**src/rtl/riscv_mem_pkg.sv**
```systemverilog
// Shared definitions for the data-memory stage: funct3 encodings, FSM states
// and the store byte-enable helper.
package riscv_mem_pkg;

  localparam logic [2:0] LB  = 3'b000;
  localparam logic [2:0] LH  = 3'b001;
  localparam logic [2:0] LW  = 3'b010;
  localparam logic [2:0] LBU = 3'b100;
  localparam logic [2:0] LHU = 3'b101;

  localparam logic [2:0] SB  = 3'b000;
  localparam logic [2:0] SH  = 3'b001;
  localparam logic [2:0] SW  = 3'b010;

  typedef enum logic [1:0] {
    IDLE = 2'd0,
    REQ  = 2'd1,
    WAIT = 2'd2,
    DONE = 2'd3
  } mem_state_t;

  // size is funct3[1:0]: 00 byte, 01 half, 10 word
  function automatic logic [3:0] wstrb_for(input logic [1:0] size,
                                           input logic [1:0] offset);
    case (size)
      2'b00:   return 4'b0001 << offset;
      2'b01:   return 4'b0011 << offset;
      default: return 4'b1111;
    endcase
  endfunction

endpackage

```
**src/rtl/mem_load_align.sv**
```systemverilog
// Load alignment: shifts the addressed byte/half down to lane 0 and applies
// sign or zero extension according to funct3.
module mem_load_align
  import riscv_mem_pkg::*;
(
  input  logic [31:0] rsp_data,
  input  logic [1:0]  offset,
  input  logic [2:0]  funct3,
  output logic [31:0] load_data
);

  logic [31:0] shifted;

  always_comb begin
    shifted = rsp_data >> {offset, 3'b000};
    case (funct3)
      LB:      load_data = {{24{shifted[7]}}, shifted[7:0]};
      LBU:     load_data = {24'h0, shifted[7:0]};
      LH:      load_data = {{16{shifted[15]}}, shifted[15:0]};
      LHU:     load_data = {16'h0, shifted[15:0]};
      default: load_data = shifted;
    endcase
  end

endmodule

```
**src/rtl/mem_access_unit.sv**
```systemverilog
// RISC-V memory stage: issues data-memory requests from EX/MEM, stalls the
// pipeline until completion and reports illegal/error/timeout faults.
module mem_access_unit
  import riscv_mem_pkg::*;
#(
  parameter int unsigned TIMEOUT = 255,
  parameter int unsigned TO_W    = 8
) (
  input  logic        clock,
  input  logic        reset,
  input  logic        MemRead_in,
  input  logic        MemWrite_in,
  input  logic [2:0]  Funct3_in,
  input  logic [31:0] ALUResult_in,
  input  logic [31:0] WriteData_in,
  output logic        dmem_req_valid,
  input  logic        dmem_req_ready,
  output logic        dmem_we,
  output logic [31:0] dmem_addr,
  output logic [31:0] dmem_wdata,
  output logic [3:0]  dmem_wstrb,
  input  logic        dmem_rsp_valid,
  input  logic [31:0] dmem_rsp_data,
  input  logic        dmem_rsp_err,
  output logic [31:0] ReadData_out,
  output logic        Stall_out,
  output logic        Fault_out,
  output logic [31:0] FaultAddr_out
);

  mem_state_t      state;
  logic [TO_W-1:0] to_cnt;
  logic [31:0]     addr_q;
  logic [2:0]      f3_q;
  logic            we_q;
  logic [31:0]     wdata_q;
  logic [3:0]      wstrb_q;
  logic [31:0]     read_data_q;
  logic            fault_q;
  logic [31:0]     fault_addr_q;

  logic            access;
  logic            illegal;
  logic            misaligned;
  logic [31:0]     req_wdata;
  logic [3:0]      req_wstrb;
  logic [31:0]     load_data;

  mem_load_align u_align (
    .rsp_data  (dmem_rsp_data),
    .offset    (addr_q[1:0]),
    .funct3    (f3_q),
    .load_data (load_data)
  );

  always_comb begin
    access     = MemRead_in | MemWrite_in;
    misaligned = ((Funct3_in[1:0] == 2'b01) && ALUResult_in[0]) ||
                 ((Funct3_in[1:0] == 2'b10) && (ALUResult_in[1:0] != 2'b00));
    illegal    = (MemRead_in && MemWrite_in) ||
                 (MemRead_in && !(Funct3_in inside {LB, LH, LW, LBU, LHU})) ||
                 (MemWrite_in && !(Funct3_in inside {SB, SH, SW})) ||
                 misaligned;
    req_wdata  = '0;
    req_wstrb  = '0;
    if (MemWrite_in) begin
      req_wstrb = wstrb_for(Funct3_in[1:0], ALUResult_in[1:0]);
      case (Funct3_in[1:0])
        2'b00:   req_wdata = {4{WriteData_in[7:0]}};
        2'b01:   req_wdata = {2{WriteData_in[15:0]}};
        default: req_wdata = WriteData_in;
      endcase
    end
  end

  // IDLE presents the request straight from EX/MEM; REQ replays the latched copy
  always_comb begin
    Stall_out      = 1'b0;
    dmem_req_valid = 1'b0;
    dmem_we        = 1'b0;
    dmem_addr      = '0;
    dmem_wdata     = '0;
    dmem_wstrb     = '0;
    if (reset) begin
      unique case (state)
        IDLE: if (access) begin
          Stall_out = 1'b1;
          if (!illegal) begin
            dmem_req_valid = 1'b1;
            dmem_we        = MemWrite_in;
            dmem_addr      = {ALUResult_in[31:2], 2'b00};
            dmem_wdata     = req_wdata;
            dmem_wstrb     = req_wstrb;
          end
        end
        REQ: begin
          Stall_out      = 1'b1;
          dmem_req_valid = 1'b1;
          dmem_we        = we_q;
          dmem_addr      = {addr_q[31:2], 2'b00};
          dmem_wdata     = wdata_q;
          dmem_wstrb     = wstrb_q;
        end
        WAIT: Stall_out = 1'b1;
        DONE: Stall_out = 1'b0;
      endcase
    end
  end

  always_ff @(posedge clock or negedge reset) begin
    if (!reset) begin
      state        <= IDLE;
      to_cnt       <= '0;
      addr_q       <= '0;
      f3_q         <= '0;
      we_q         <= 1'b0;
      wdata_q      <= '0;
      wstrb_q      <= '0;
      read_data_q  <= '0;
      fault_q      <= 1'b0;
      fault_addr_q <= '0;
    end else begin
      unique case (state)
        IDLE: if (access) begin
          if (illegal) begin
            fault_q      <= 1'b1;
            fault_addr_q <= ALUResult_in;
            if (MemRead_in) read_data_q <= '0;
            state        <= DONE;
          end else begin
            addr_q  <= ALUResult_in;
            f3_q    <= Funct3_in;
            we_q    <= MemWrite_in;
            wdata_q <= req_wdata;
            wstrb_q <= req_wstrb;
            if (dmem_req_ready) state <= MemWrite_in ? DONE : WAIT;
            else                state <= REQ;
          end
        end
        REQ: if (dmem_req_ready) state <= we_q ? DONE : WAIT;
        WAIT: begin
          if (dmem_rsp_valid) begin
            to_cnt <= '0;
            state  <= DONE;
            if (dmem_rsp_err) begin
              fault_q      <= 1'b1;
              fault_addr_q <= addr_q;
              read_data_q  <= '0;
            end else begin
              read_data_q <= load_data;
            end
          end else if (to_cnt == TO_W'(TIMEOUT - 1)) begin
            to_cnt       <= '0;
            state        <= DONE;
            fault_q      <= 1'b1;
            fault_addr_q <= addr_q;
            read_data_q  <= '0;
          end else begin
            to_cnt <= to_cnt + TO_W'(1);
          end
        end
        DONE: begin
          fault_q <= 1'b0;
          state   <= IDLE;
        end
      endcase
    end
  end

  assign ReadData_out  = read_data_q;
  assign Fault_out     = fault_q;
  assign FaultAddr_out = fault_addr_q;

endmodule

```
**config.mk**
```make
export PLATFORM = sky130hd
export DESIGN_NAME = mem_access_unit
export DESIGN_NICKNAME = d
export VERILOG_FILES = /design/src/rtl/riscv_mem_pkg.sv /design/src/rtl/mem_load_align.sv /design/src/rtl/mem_access_unit.sv
export SDC_FILE = /design/constraint.sdc
export NUM_CORES = 1
export LEC_CHECK = 0
export ABC_CLOCK_PERIOD_IN_PS = 1950
export CAP_MARGIN = 20
export CORE_ASPECT_RATIO = 1.1
export CORE_UTILIZATION = 43
export CTS_BUF_LIST = sky130_fd_sc_hd__clkbuf_16
export DETAILED_ROUTE_END_ITERATION = 6
export GPL_TIMING_DRIVEN = 0
export MAX_ROUTING_LAYER = met4
export PLACE_DENSITY = 0.73
export SLEW_MARGIN = 0
export SYNTH_ARGS = -nofsm -noshare
export SYNTH_HDL_FRONTEND = slang
export SYNTH_SLANG_ARGS = --single-unit
export TNS_END_PERCENT = 1
```
**constraint.sdc**
```tcl
create_clock -name clock -period 1.95 [get_ports clock]
set_input_delay 0.2925 -clock clock [delete_from_list [all_inputs] [get_ports clock]]
set_output_delay 0.2925 -clock clock [all_outputs]
set_load 0.1 [all_outputs]
```
==> run_results.csv <==
group,metric,value,unit
power_and_ir_drop,pwr_density_cell,1670,nW/µm²
floorplanning,die_w,132,µm
power_and_ir_drop,seqPwrFrac,0.230,
cts,cts_tree,"done",
cts,clock_path_buffers,2,
logic_synthesis,synth_edf_count,0,
power_and_ir_drop,sw_frac_of_total,0.526,
worst_setup_path,slowest_delay,0.32,ns
placed_design,gp_congestion,0.919,
logic_synthesis,synth_area_leader_cell,"dfrtp_1",
cts,numClockSinks,147,
power_and_ir_drop,p_int,10.6,mW
final_layout,seq_area,3680,µm²
routing,ant_nets,0,
routing,initialDrtViolationCount,510,
global_route,grt.total_usage,0.301,
worst_setup_path,cp-end-kind,"output pin",
sta,tightest_slew,1.01,ns
logic_synthesis,yosysMostFrequentCell,"nand2_1",
global_route,grt_start_max_net_pins,61,
status,violations,"negative hold slack, negative setup slack",
sta,max_freq,0.386,GHz
power_and_ir_drop,ir_drop,1.08,mV
logic_synthesis,syn_area,8000,µm²
routing,firstDrtPassIters,5,
logic_synthesis,netlist.area_leader.share,0.460,
routing,wl_per_cell,19.7,µm
worst_setup_path,path_buf_inv,5,
sta,fin_crit,2.59,ns
final_layout,n_fill_cell,1215,
power_and_ir_drop,combPwrFrac,0.628,
sta,rsz0062_at_grt,"true",
cts,clock_latency,0.43,ns
worst_setup_path,crit_fanout,5,
global_route,grt_overflow,0,
floorplanning,rows,51,
final_layout,final_cell_area,13400,µm²
routing,via_per_inst,5.50,
sta,whs,-0.158,ns
logic_synthesis,synthArstFlopShare,1.00,
global_route,grt_pass1_wl,43.5,mm
floorplanning,start_util,0.446,
final_layout,final_nets,1258,
worst_setup_path,critPathKind,"in2out",
worst_setup_path,cp.required,1.66,ns
logic_synthesis,avgSynthCellArea,9.35,µm²
placed_design,placed_cells,1332,
routing,route.vias.total,7681,
global_route,grt_pass1_vias,7951,
cts,cts_root_buffer,"clkbuf_16",
flow_run,cap_violations,0,
sta,relSlewSlack,0.328,
global_route,antenna_found_initial,0,
logic_synthesis,yosys_warnings,0,
floorplanning,coreArea,17900,µm²
sta,slew_violations,0,
logic_synthesis,synth_cells,855,
worst_setup_path,cp_slowest_cell,"dlygate4sd2_1",
final_layout,multi_input_area,4930,µm²
cts,cts_max_level,4,
worst_setup_path,worstPathArrival,2.30,ns
worst_hold_path,min_path_type,"in2async",
logic_synthesis,ys_seq_area_frac,0.460,
routing,drc,0,
sta,skew,0.00890,ns
logic_synthesis,ys.flop_type,"dfrtp_1",
floorplanning,ios,242,
cts,clk_pin_slew_worst_paths,0.06,ns
logic_synthesis,synth_area_leaders,"dfrtp_1, mux2_2, nand2_1",
floorplanning,dieArea,19100,µm²
logic_synthesis,ys_ff_latch,147,
power_and_ir_drop,power,22.3,mW
logic_synthesis,synthTopCellsByCount,"nand2_1, dfrtp_1, mux2_2",
final_layout,antennaDiodeCount,0,
final_layout,drive_gt1_frac,0.366,
sta,finalSetupTns,-49.96,ns
worst_setup_path,cp_top_family,"buffers and inverters",
sta,setup_ws,-0.640,ns
final_layout,final_cells,1396,
final_layout,area_growth,67.6,%
placed_design,port_buffers,237,
status,status,"finished, violations left",
sta,hold_viol,57,
logic_synthesis,yosysUniqueCellTypes,45,
placed_design,dpl.hpwl,18.7,mm
power_and_ir_drop,p_leak,5.65,nW
routing,wl,27.5,mm
floorplanning,die_h,145,µm
power_and_ir_drop,clkPwrFrac,0.142,
placed_design,dpl-instance-area,11400,µm²
sta,period_share,1.33,
cts,cts_buffers,17,
worst_setup_path,cp-start-kind,"input pin",
worst_setup_path,worstPathCellList,"dlygate4sd2_1 > a2111oi_4 > buf_4 > o2111ai_4 > nor2_4 > clkbuf_16 > buf_8 > nand2_2 > a21oi_4 > buf_12",
sta,setup_viol_count_final,150,
power_and_ir_drop,switching_power,11.7,mW
-- power groups by stage --
stage / Sequential, mW / Combinational, mW / Clock (mW)
after floorplan: 8.75 / 6.10 / 0
after global placement: 5.08 / 12.7 / 0
after detailed placement: 5.13 / 12.9 / 0
after CTS: 5.09 / 13.7 / 3.19
after global routing: 5.30 / 14.7 / 3.34
final: 5.14 / 14.0 / 3.17
-- timing repair --
item                       4_1_cts  5_1_grt
gates cloned                     4        2
pin swaps                       44       24
gates resized for setup        824      117
setup endpoints to repair      281      243
hold endpoints to repair        57       57
buffers inserted                22        6
-- cell families (layout without fill, tap and decap cells) --
| kind of cell | after synthesis | count (layout) | share of synthesized area |
|---|---|---|---|
| DFF | 147 | 147 | 0.460 |
| adders and majority gates | 7 | 7 | 0.0110 |
| muxes | 115 | 115 | 0.157 |
| and+or+nand+nor | 311 | 311 | 0.160 |
| AOI/OAI and AO/OA | 194 | 195 | 0.161 |
| other | 1 | 2 | 0.000469 |
| xor gates and xnor gates | 3 | 3 | 0.00329 |
| buffers and inverters | 77 | 378 | 0.0476 |
-- flip-flops by register name, summed over array words and instances, names as in the netlist --
name	cells
state	2
addr_q	32
Fault_out	1
we_q	1
f3_q	3
to_cnt	8
ReadData_out	32
FaultAddr_out	32
wstrb_q	4
wdata_q	32
-- cell usage in the layout, fill, tap and decap left out, drive strengths merged, types with 2 or more instances in the layout --
cell	netlist	layout
a211oi	8	8
xnor2	3	3
a2111oi	2	2
a21oi	70	70
conb	1	2
clkinvlp	0	3
nand3b	4	4
or3	8	8
and3	2	2
buf	30	137
nor2	55	55
nor2b	4	4
dlygate4sd2	0	13
o22ai	4	4
ha	7	7
dfrtp	147	147
nor3	2	2
o21ai	37	37
a22o	25	25
clkbuf	35	61
o31ai	18	18
nand2	222	222
mux2	82	82
clkinv	0	5
nor4	2	2
inv	12	18
mux2i	33	33
nor3b	2	2
clkdlybuf4s15	0	40
clkdlybuf4s50	0	99
o2111ai	1	2
nand3	7	7
a22oi	24	24
-- worst register-to-register path, stage by stage, from the launching register on --
cell and delay (ns):
dfrtp_1 0.40, inv_2 0.09, buf_4 0.12, ha_4 0.13, buf_8 0.12, nand3b_1 0.10
buf_2 0.22, nor3b_4 0.37, nor2b_1 0.17, buf_2 0.18, a21oi_1 0.09, o21ai_0 0.14
-- through the flow --
stage	utilization	setup slack (ns)
floorplan	-	-0.426
global placement	0.636	-7.36
detailed placement	0.637	-2.09
CTS	0.736	-0.640
global route	0.747	-0.706
finish	0.747	-0.640
-- routing by layer --
layer,wire [µm],track usage
met1,11400,0.371
met3,1640,0.0563
met4,831,0.124
met2,13600,0.483
met5,0,-
-- layout make-up --
cell class / instances / share of cell area
sequential: 147 / 0.274
clock buffer: 17 / 0.0317
inverter: 12 / 0.00336
tap: 238 / 0.0222
timing repair buffer: 271 / 0.248
buffer: 63 / 0.0422
multi-input combinational: 633 / 0.368
clock inverter: 15 / 0.00999
-- worst paths after layout --
path	start	end	slack, ns	cells after the start
max in group asynchronous	reset	FaultAddr_out[21]	1.28	2
setup reg to reg	state[0]	ReadData_out[24]	-0.26	11
hold reg to reg	ReadData_out[0]	ReadData_out[0]	0.48	2
setup / recovery	MemRead_in	dmem_addr[21]	-0.64	10
hold / removal	reset	addr_q[9]	-0.16	1
min in group clock	ALUResult_in[0]	addr_q[0]	0.12	3
Note: power is estimated with default switching activity, not from simulation.
